`config.mk`:
```
export PLATFORM = sky130hd
export DESIGN_NAME = pipe_stage_elastic
export DESIGN_NICKNAME = d
export VERILOG_FILES = /design/src/rtl/pipe_stage_elastic_pkg.sv /design/src/rtl/pipe_stage_elastic_skid_slot.sv /design/src/rtl/pipe_stage_elastic.sv
export SDC_FILE = /design/constraint.sdc
export NUM_CORES = 1
export LEC_CHECK = 0
export ABC_CLOCK_PERIOD_IN_PS = 2400
export CAP_MARGIN = 5
export CORE_UTILIZATION = 52
export CTS_BUF_LIST = sky130_fd_sc_hd__clkbuf_4 sky130_fd_sc_hd__clkbuf_8
export DETAILED_ROUTE_END_ITERATION = 16
export PLACE_DENSITY = 0.88
export SYNTH_ARGS = -nofsm -noshare
export SYNTH_HDL_FRONTEND = slang
export SYNTH_SLANG_ARGS = --single-unit
```
`constraint.sdc`:
```
create_clock -name clk -period 2.4 [get_ports clk]
set_input_delay 0.72 -clock clk [delete_from_list [all_inputs] [get_ports clk]]
set_output_delay 0.72 -clock clk [all_outputs]
set_load 0.1 [all_outputs]
```
`src/rtl/pipe_stage_elastic_pkg.sv`:
```
// Shared LC-3b pipeline types for the elastic stage.
// Occupancy encoding equals the number of entries held, so it drives the occupancy port directly.
package pipe_stage_elastic_pkg;

  typedef logic [15:0] lc3b_word;
  typedef logic [2:0]  lc3b_reg;

  typedef enum logic [1:0] {
    PIPE_EMPTY = 2'd0,
    PIPE_ONE   = 2'd1,
    PIPE_FULL  = 2'd2
  } pipe_occ_t;

  localparam int PIPE_DEPTH = 2;

endpackage

```
`src/rtl/pipe_stage_elastic_skid_slot.sv`:
```
// Load-enabled payload register used for both the main and the skid slot of the elastic stage.
module pipe_skid_slot
  import pipe_stage_elastic_pkg::*;
#(
  parameter int W = 16
) (
  input  logic         clk,
  input  logic         rst_n,
  input  logic         load,
  input  logic [W-1:0] d,
  output logic [W-1:0] q
);

  always_ff @(posedge clk or negedge rst_n) begin
    if (!rst_n) begin
      q <= '0;
    end else if (load) begin
      q <= d;
    end
  end

endmodule

```
`src/rtl/pipe_stage_elastic.sv`:
```
// Elastic pipeline register with a 2-entry skid buffer, registered up_ready and synchronous flush.
// Optional saturating stall/bubble counters are built when PIPE_STAGE_STATS_EN is defined.
//
//   state  | meaning
//   -------+-----------------------------------------------
//   EMPTY  | no entry held, dn_valid low
//   ONE    | main slot holds the head entry
//   FULL   | main holds head, skid holds next; up_ready low
module pipe_stage_elastic
  import pipe_stage_elastic_pkg::*;
#(
  parameter int DATA_W = 16,
  parameter int NUM_CH = 5,
  parameter int TAG_W  = 3,
  parameter int CW_W   = 32
`ifdef PIPE_STAGE_STATS_EN
  ,
  parameter int CNT_W  = 16
`endif
) (
  input  logic                     clk,
  input  logic                     rst_n,
  input  logic                     flush,
  input  logic                     up_valid,
  output logic                     up_ready,
  input  logic [NUM_CH*DATA_W-1:0] up_data,
  input  logic [TAG_W-1:0]         up_dest,
  input  logic [CW_W-1:0]          up_cw,
  output logic                     dn_valid,
  input  logic                     dn_ready,
  output logic [NUM_CH*DATA_W-1:0] dn_data,
  output logic [TAG_W-1:0]         dn_dest,
  output logic [CW_W-1:0]          dn_cw,
  output logic [1:0]               occupancy
`ifdef PIPE_STAGE_STATS_EN
  ,
  output logic [CNT_W-1:0]         stall_cnt,
  output logic [CNT_W-1:0]         bubble_cnt
`endif
);

  localparam int PW = NUM_CH*DATA_W + TAG_W + CW_W;

  localparam logic [1:0] S_EMPTY = PIPE_EMPTY;
  localparam logic [1:0] S_ONE   = PIPE_ONE;
  localparam logic [1:0] S_FULL  = PIPE_FULL;

  logic [1:0]    state;
  logic [1:0]    state_nxt;
  logic          up_ready_q;
  logic          dn_valid_q;
  logic          up_fire;
  logic          dn_fire;
  logic          main_load;
  logic          skid_load;
  logic [PW-1:0] up_payload;
  logic [PW-1:0] main_d;
  logic [PW-1:0] main_q;
  logic [PW-1:0] skid_q;

  assign up_fire    = up_valid & up_ready_q;
  assign dn_fire    = dn_valid_q & dn_ready;
  assign up_payload = {up_data, up_dest, up_cw};

  always_comb begin
    state_nxt = state;
    main_load = 1'b0;
    skid_load = 1'b0;
    main_d    = up_payload;
    case (state)
      S_EMPTY: begin
        if (up_fire) begin
          state_nxt = S_ONE;
          main_load = 1'b1;
        end
      end
      S_ONE: begin
        if (up_fire && !dn_fire) begin
          state_nxt = S_FULL;
          skid_load = 1'b1;
        end else if (up_fire && dn_fire) begin
          main_load = 1'b1;
        end else if (dn_fire) begin
          state_nxt = S_EMPTY;
        end
      end
      S_FULL: begin
        if (dn_fire) begin
          state_nxt = S_ONE;
          main_load = 1'b1;
          main_d    = skid_q;
        end
      end
      default: state_nxt = S_EMPTY;
    endcase
    // Flush wins over everything; payload regs are left as-is since dn_valid masks them.
    if (flush) begin
      state_nxt = S_EMPTY;
      main_load = 1'b0;
      skid_load = 1'b0;
    end
  end

  always_ff @(posedge clk or negedge rst_n) begin
    if (!rst_n) begin
      state      <= S_EMPTY;
      up_ready_q <= 1'b1;
      dn_valid_q <= 1'b0;
    end else begin
      state      <= state_nxt;
      up_ready_q <= (state_nxt != S_FULL);
      dn_valid_q <= (state_nxt != S_EMPTY);
    end
  end

  pipe_skid_slot #(.W(PW)) u_main (
    .clk   (clk),
    .rst_n (rst_n),
    .load  (main_load),
    .d     (main_d),
    .q     (main_q)
  );

  pipe_skid_slot #(.W(PW)) u_skid (
    .clk   (clk),
    .rst_n (rst_n),
    .load  (skid_load),
    .d     (up_payload),
    .q     (skid_q)
  );

  assign up_ready  = up_ready_q;
  assign dn_valid  = dn_valid_q;
  assign occupancy = state;
  assign {dn_data, dn_dest, dn_cw} = main_q;

`ifdef PIPE_STAGE_STATS_EN
  always_ff @(posedge clk or negedge rst_n) begin
    if (!rst_n) begin
      stall_cnt  <= '0;
      bubble_cnt <= '0;
    end else begin
      if (dn_valid_q && !dn_ready && !(&stall_cnt)) begin
        stall_cnt <= stall_cnt + CNT_W'(1);
      end
      if (!dn_valid_q && !(&bubble_cnt)) begin
        bubble_cnt <= bubble_cnt + CNT_W'(1);
      end
    end
  end
`endif

endmodule

```
**After elaboration in Yosys (flattened, before gate mapping)**

Index checks and enable logic that the tools add are counted.

- Register bits: 234
- Word-level logic and storage cells: 33

- Equality and inequality tests: 3
- Muxes and demuxes: 18
- Bitwise operators: 2
- Reduce and logical (&&, ||, !) cells: 5

Operators with widths:

| operator | number |
|---|---|
| $mux W115 | 2 |
| $mux W2 | 6 |
| $mux W1 | 8 |
| $pmux W2 S3 | 1 |
| $pmux W1 S3 | 1 |
| $and A1 B1 Y1 | 2 |
| $eq A2 B1 Y1 const B | 1 |
| $eq A2 B2 Y1 const B | 1 |
| $logic_and A1 B1 Y1 | 2 |
| $logic_not A2 Y1 | 1 |
| $ne A2 B2 Y1 const B | 1 |
| $reduce_bool A2 Y1 | 1 |
| $logic_not A1 Y1 | 1 |

**Logic depth before layout (Yosys ltp)**

- Depth after elaboration: 7
- Mapped depth: 6
- Gate-level depth less buffers: 3

**Modules after synthesis**

A second synthesis with hierarchy kept.

- Cell total of the unflattened synthesis: 636
- Area, all modules: 10721.5 µm²

Modules (own cells, without submodules):

| module | times used | cells each | area an instance (µm²) |
|---|---|---|---|
| pipe_skid_slot | 2 | 243 | 4469.3 |
| pipe_stage_elastic | 1 | 150 | 1783.0 |

**Least setup slack after synthesis**

Ideal clock, no wire load.

- Path kind: register -> register
- Start: register state[0], in the netlist occupancy[0]
- End: register u_main.q[85]
- Arrival: 2.437 ns
- Data required time: 2.272 ns
- Path slack: -0.165 ns
- Cell stages (with the launch flop): 7
- Buffers on the path: 3
- Clock period less this slack: 2.565 ns
- Cells stage by stage: dfrtp_1 -> nand4b_1 -> buf_2 -> buf_2 -> buf_2 -> mux2_2 -> mux2_1

- Cells in the longest elaborated chain, start to end: 3
- Elaborated cells between the ends (all ways): 6

Ends and longest elaborated chain:

| what | RTL line | source |
|---|---|---|
| start: declaration | pipe_stage_elastic.sv:48 | `logic [1:0] state;` |
| start signal: assignment | pipe_stage_elastic.sv:110 | `state <= state_nxt;` |
| $eq A2 B2 Y1, or another cell as far along | pipe_stage_elastic.sv:70 | `case (state)` |
| $pmux W1 S3 | pipe_stage_elastic.sv:70 |  |
| $mux W1 | pipe_stage_elastic.sv:97 | `if (flush) begin` |
| end signal: assignment | pipe_stage_elastic_skid_slot.sv:16 | `q <= '0;` |
| end signal: assignment | pipe_stage_elastic_skid_slot.sv:18 | `q <= d;` |
| end: declaration | pipe_stage_elastic_skid_slot.sv:11 | `output logic [W-1:0] q` |

Parallel ways exist; a longest one is shown, timed or not.
A chain may end at the register's enable or synchronous reset.

**Worst setup path in the final report**

- Start: input port dn_ready
- End: register u_main.q[21]

- Cells in the longest elaborated chain, start to end: 6
- Elaborated cells between the ends (all ways): 11

Ends and longest elaborated chain:

| what | RTL line | source |
|---|---|---|
| start: declaration | pipe_stage_elastic.sv:30 | `input logic dn_ready,` |
| $and A1 B1 Y1 * | pipe_stage_elastic.sv:62 | `assign dn_fire = dn_valid_q & dn_ready;` |
| $logic_and A1 B1 Y1 or $logic_not A1 Y1 (tied branches) | pipe_stage_elastic.sv:81, pipe_stage_elastic.sv:78 |  |
| $mux W1 or $logic_and A1 B1 Y1 (tied branches) | pipe_stage_elastic.sv:81, pipe_stage_elastic.sv:78 |  |
| $mux W1 | pipe_stage_elastic.sv:78 | `if (up_fire && !dn_fire) begin` |
| $pmux W1 S3 | pipe_stage_elastic.sv:70 |  |
| $mux W1 | pipe_stage_elastic.sv:97 |  |

Every way passes the cells marked *; elsewhere a longest branch is shown, timed or not.

==> impl_metrics.yaml <==
clock_network:
  post_cts_resized: 0
  clock_latency_ns: 0.52
  clockBufferDepth: 3
  postCtsSetupBuffers: 0
  cts_sinks: 234
  holdBufCountCts: 0
  cts_tree: "done"
  cts.reportedPaths.clkPinSlew_ns: 0.06
  numCtsBuffers: 40
  cts_root_buf: "clkbuf_8"
  htreeDepth: 2
cells_and_area:
  register_area_um2: 5860
  layout_commonest_cell: "mux2_2"
  multi_input_area_um2: 4020
  fillCellCount: 1234
  final_util_pct: 72.4
  nets: 1027
  diodes: 0
  layout_common_cells: "mux2_2 (343), dfrtp_1 (230), buf_4 (131)"
  drive_gt1_share_pct: 61.2
  finalNonFillerCells: 1194
  stdcell_area_um2: 13600
  area_delta_synth_final_pct: 35.6
floorplanning:
  die_area_um2: 19900
  pin_count: 239
  rows: 50
  start_util_pct: 53.4
  die_y_um: 141
  core_area_um2: 18800
  die_x_um: 141
yosys:
  yosysSeqAreaShare_pct: 58.3
  synth_top_area_cell: "dfrtp_1"
  syn_nets: 752
  synth.distinct_cells: 21
  synth_area_um2: 10100
  postSynthCellCount: 632
  syn_area_per_cell_um2: 15.9
  ys_seq_elements: 234
  netlist.area_leader.share_pct: 58.0
  ys_warn_count: 0
  ys_top_cells_by_area: "dfrtp_1 (58%), mux2_2 (38%), buf_2 (0.95%)"
sta:
  finalSetupViolCount: 0
  tightest_slew_ns: 0.428
  slew_viol_final: 0
  finalHoldViolCount: 0
  fin_setup_tns_ns: 0
  relSlewSlack_pct: 71.5
  rsz0062_at_grt: "no"
  clock.fmax_mhz: 468
  period_minus_slack_ns: 2.14
  timing.final.crit_share_pct: 89.0
  finalClockSkew_ns: 0.0160
pwr:
  ir_drop_mv: 0.916
  switchingPower_mw: 7.42
  p_per_area_nw_per_um2: 1250
  netSwitchingFraction_pct: 43.4
  p_int_mw: 9.65
  p_total_mw: 17.1
  combPwrFrac_pct: 42.9
  pwr-share-clk_pct: 21.6
  power_leakage_nw: 6.05
  seqPwrFrac_pct: 35.5
status:
  status: "completed"
job:
  drv_cap: 0
global_route:
  grt_pass1_vias: 6809
  grt_overflow: 0
  gr-usage-all-layers_pct: 22.2
  antenna_found_initial: 0
  grt_max_degree: 54
  grt_pass1_wl_um: 34900
route:
  first_pass_iters: 4
  drt_iter0_drc: 185
  drc: 0
  drt_wl_total_um: 21200
  vias_per_cell: 5.19
  ant_nets: 0
  via_count: 6192
  wire_per_inst_um: 17.7
placed_design:
  placed_area_um2: 12800
  dpl.hpwl_um: 14500
  routabilityCongestion: 0.732
  dp.cells: 1125
  port-buffer-count: 238
critical_path:
  cp_top_family: "buffers and inverters"
  crit_fanout: 19
  path_cells: "clkdlybuf4s50_1 -> nand4b_1 -> a221oi_4 -> buf_4 -> buf_12 -> mux2_2"
  end_kind: "flip-flop"
  crit_required_ns: 2.78
  cp.arrival_ns: 2.52
  cp_slowest_cell: "clkdlybuf4s50_1"
  critPathKind: "in -> reg"
  slowest_delay_ns: 0.50
  path_buf_inv: 3
  start_kind: "primary input"
worst_hold_path:
  min_path_type: "in -> async"
per-stage QoR:
step           worst slack (ns)  hold WS (ns)
5_1_grt                   0.238         0.123
3_3_place_gp             -0.261         0.473
4_1_cts                   0.283         0.116
3_5_place_dp             -0.256         0.490
6_report                  0.264         0.131
2_1_floorplan             0.157         0.424
cells by family (layout without fill, tap and decap cells):
| kind of cell | count (synthesis) | in the layout | share of synthesized area [%] |
|---|---|---|---|
| multiplexers | 345 | 345 | 38.7 |
| flip-flops | 234 | 234 | 58.3 |
| buffers and inverters | 38 | 340 | 1.84 |
| AO/OA/AOI/OAI | 8 | 8 | 0.784 |
| AND/OR/NAND/NOR | 7 | 7 | 0.448 |
cell type report:
cell class,count,area share [%]
Clock buffer,66,6.07
Timing Repair Buffer,270,18.9
Multi-Input combinational cell,360,29.5
Inverter,1,0.0275
Sequential cell,234,43.0
Clock inverter,3,0.110
Tap cell,260,2.39
power groups by stage:
stage	combinational, mW	clock, mW	sequential [mW]
2_1_floorplan	1.52	0	10.1
3_3_place_gp	7.26	0	6.02
3_5_place_dp	7.38	0	6.11
4_1_cts	7.39	3.80	6.06
5_1_grt	7.59	3.98	6.24
6_report	7.33	3.68	6.06
layer usage:
layer	part of all wire, %	up-vias	global-route usage (%)
li1	-	2841	-
met3	8.3	45	7.68
met4	2.0	0	7.04
met5	0	-	0
met1	41	3109	27.5
met2	49	197	36.4
final timing paths:
path / startpoint / endpoint / slack (ns) / cells after the start
min in group clk: u_skid.q[63] / u_skid.q[63] / 0.50 / 1
hold reg to reg: u_skid.q[63] / u_skid.q[63] / 0.50 / 1
setup reg to reg: occupancy[0] / u_main.q[21] / 0.44 / 5
max in group asynchronous: rst_n / up_ready / 1.62 / 2
hold / removal: rst_n / u_skid.q[52] / 0.13 / 1
setup / recovery: dn_ready / u_main.q[21] / 0.26 / 6
worst register-to-register path: cells and delay by family, from the launching register on:
family          cells  cell delay (ns)
flops               1             0.46
compound gates      1             0.34
mux                 1             0.37
buf+inv             2             0.40
simple gates        1             0.27
cells in the mapped netlist (all sizes together):
cell type	n
inv	1
nand3b	2
o21ai	1
and4b	1
a21bo	1
mux2	345
a41o	1
o21a	1
nand2	2
nor2	1
dfstp	1
dfrtp	233
o21ba	1
clkbuf	6
buf	31
a21oi	2
nand4b	1
a221oi	1
registers in the layout, indices dropped and copies added, names as in the netlist:
| signal | flops |
|---|---|
| u_main.q | 115 |
| up_ready | 1 |
| u_skid.q | 115 |
| dn_valid | 1 |
| occupancy | 2 |
(Power assumes the default switching activity.)
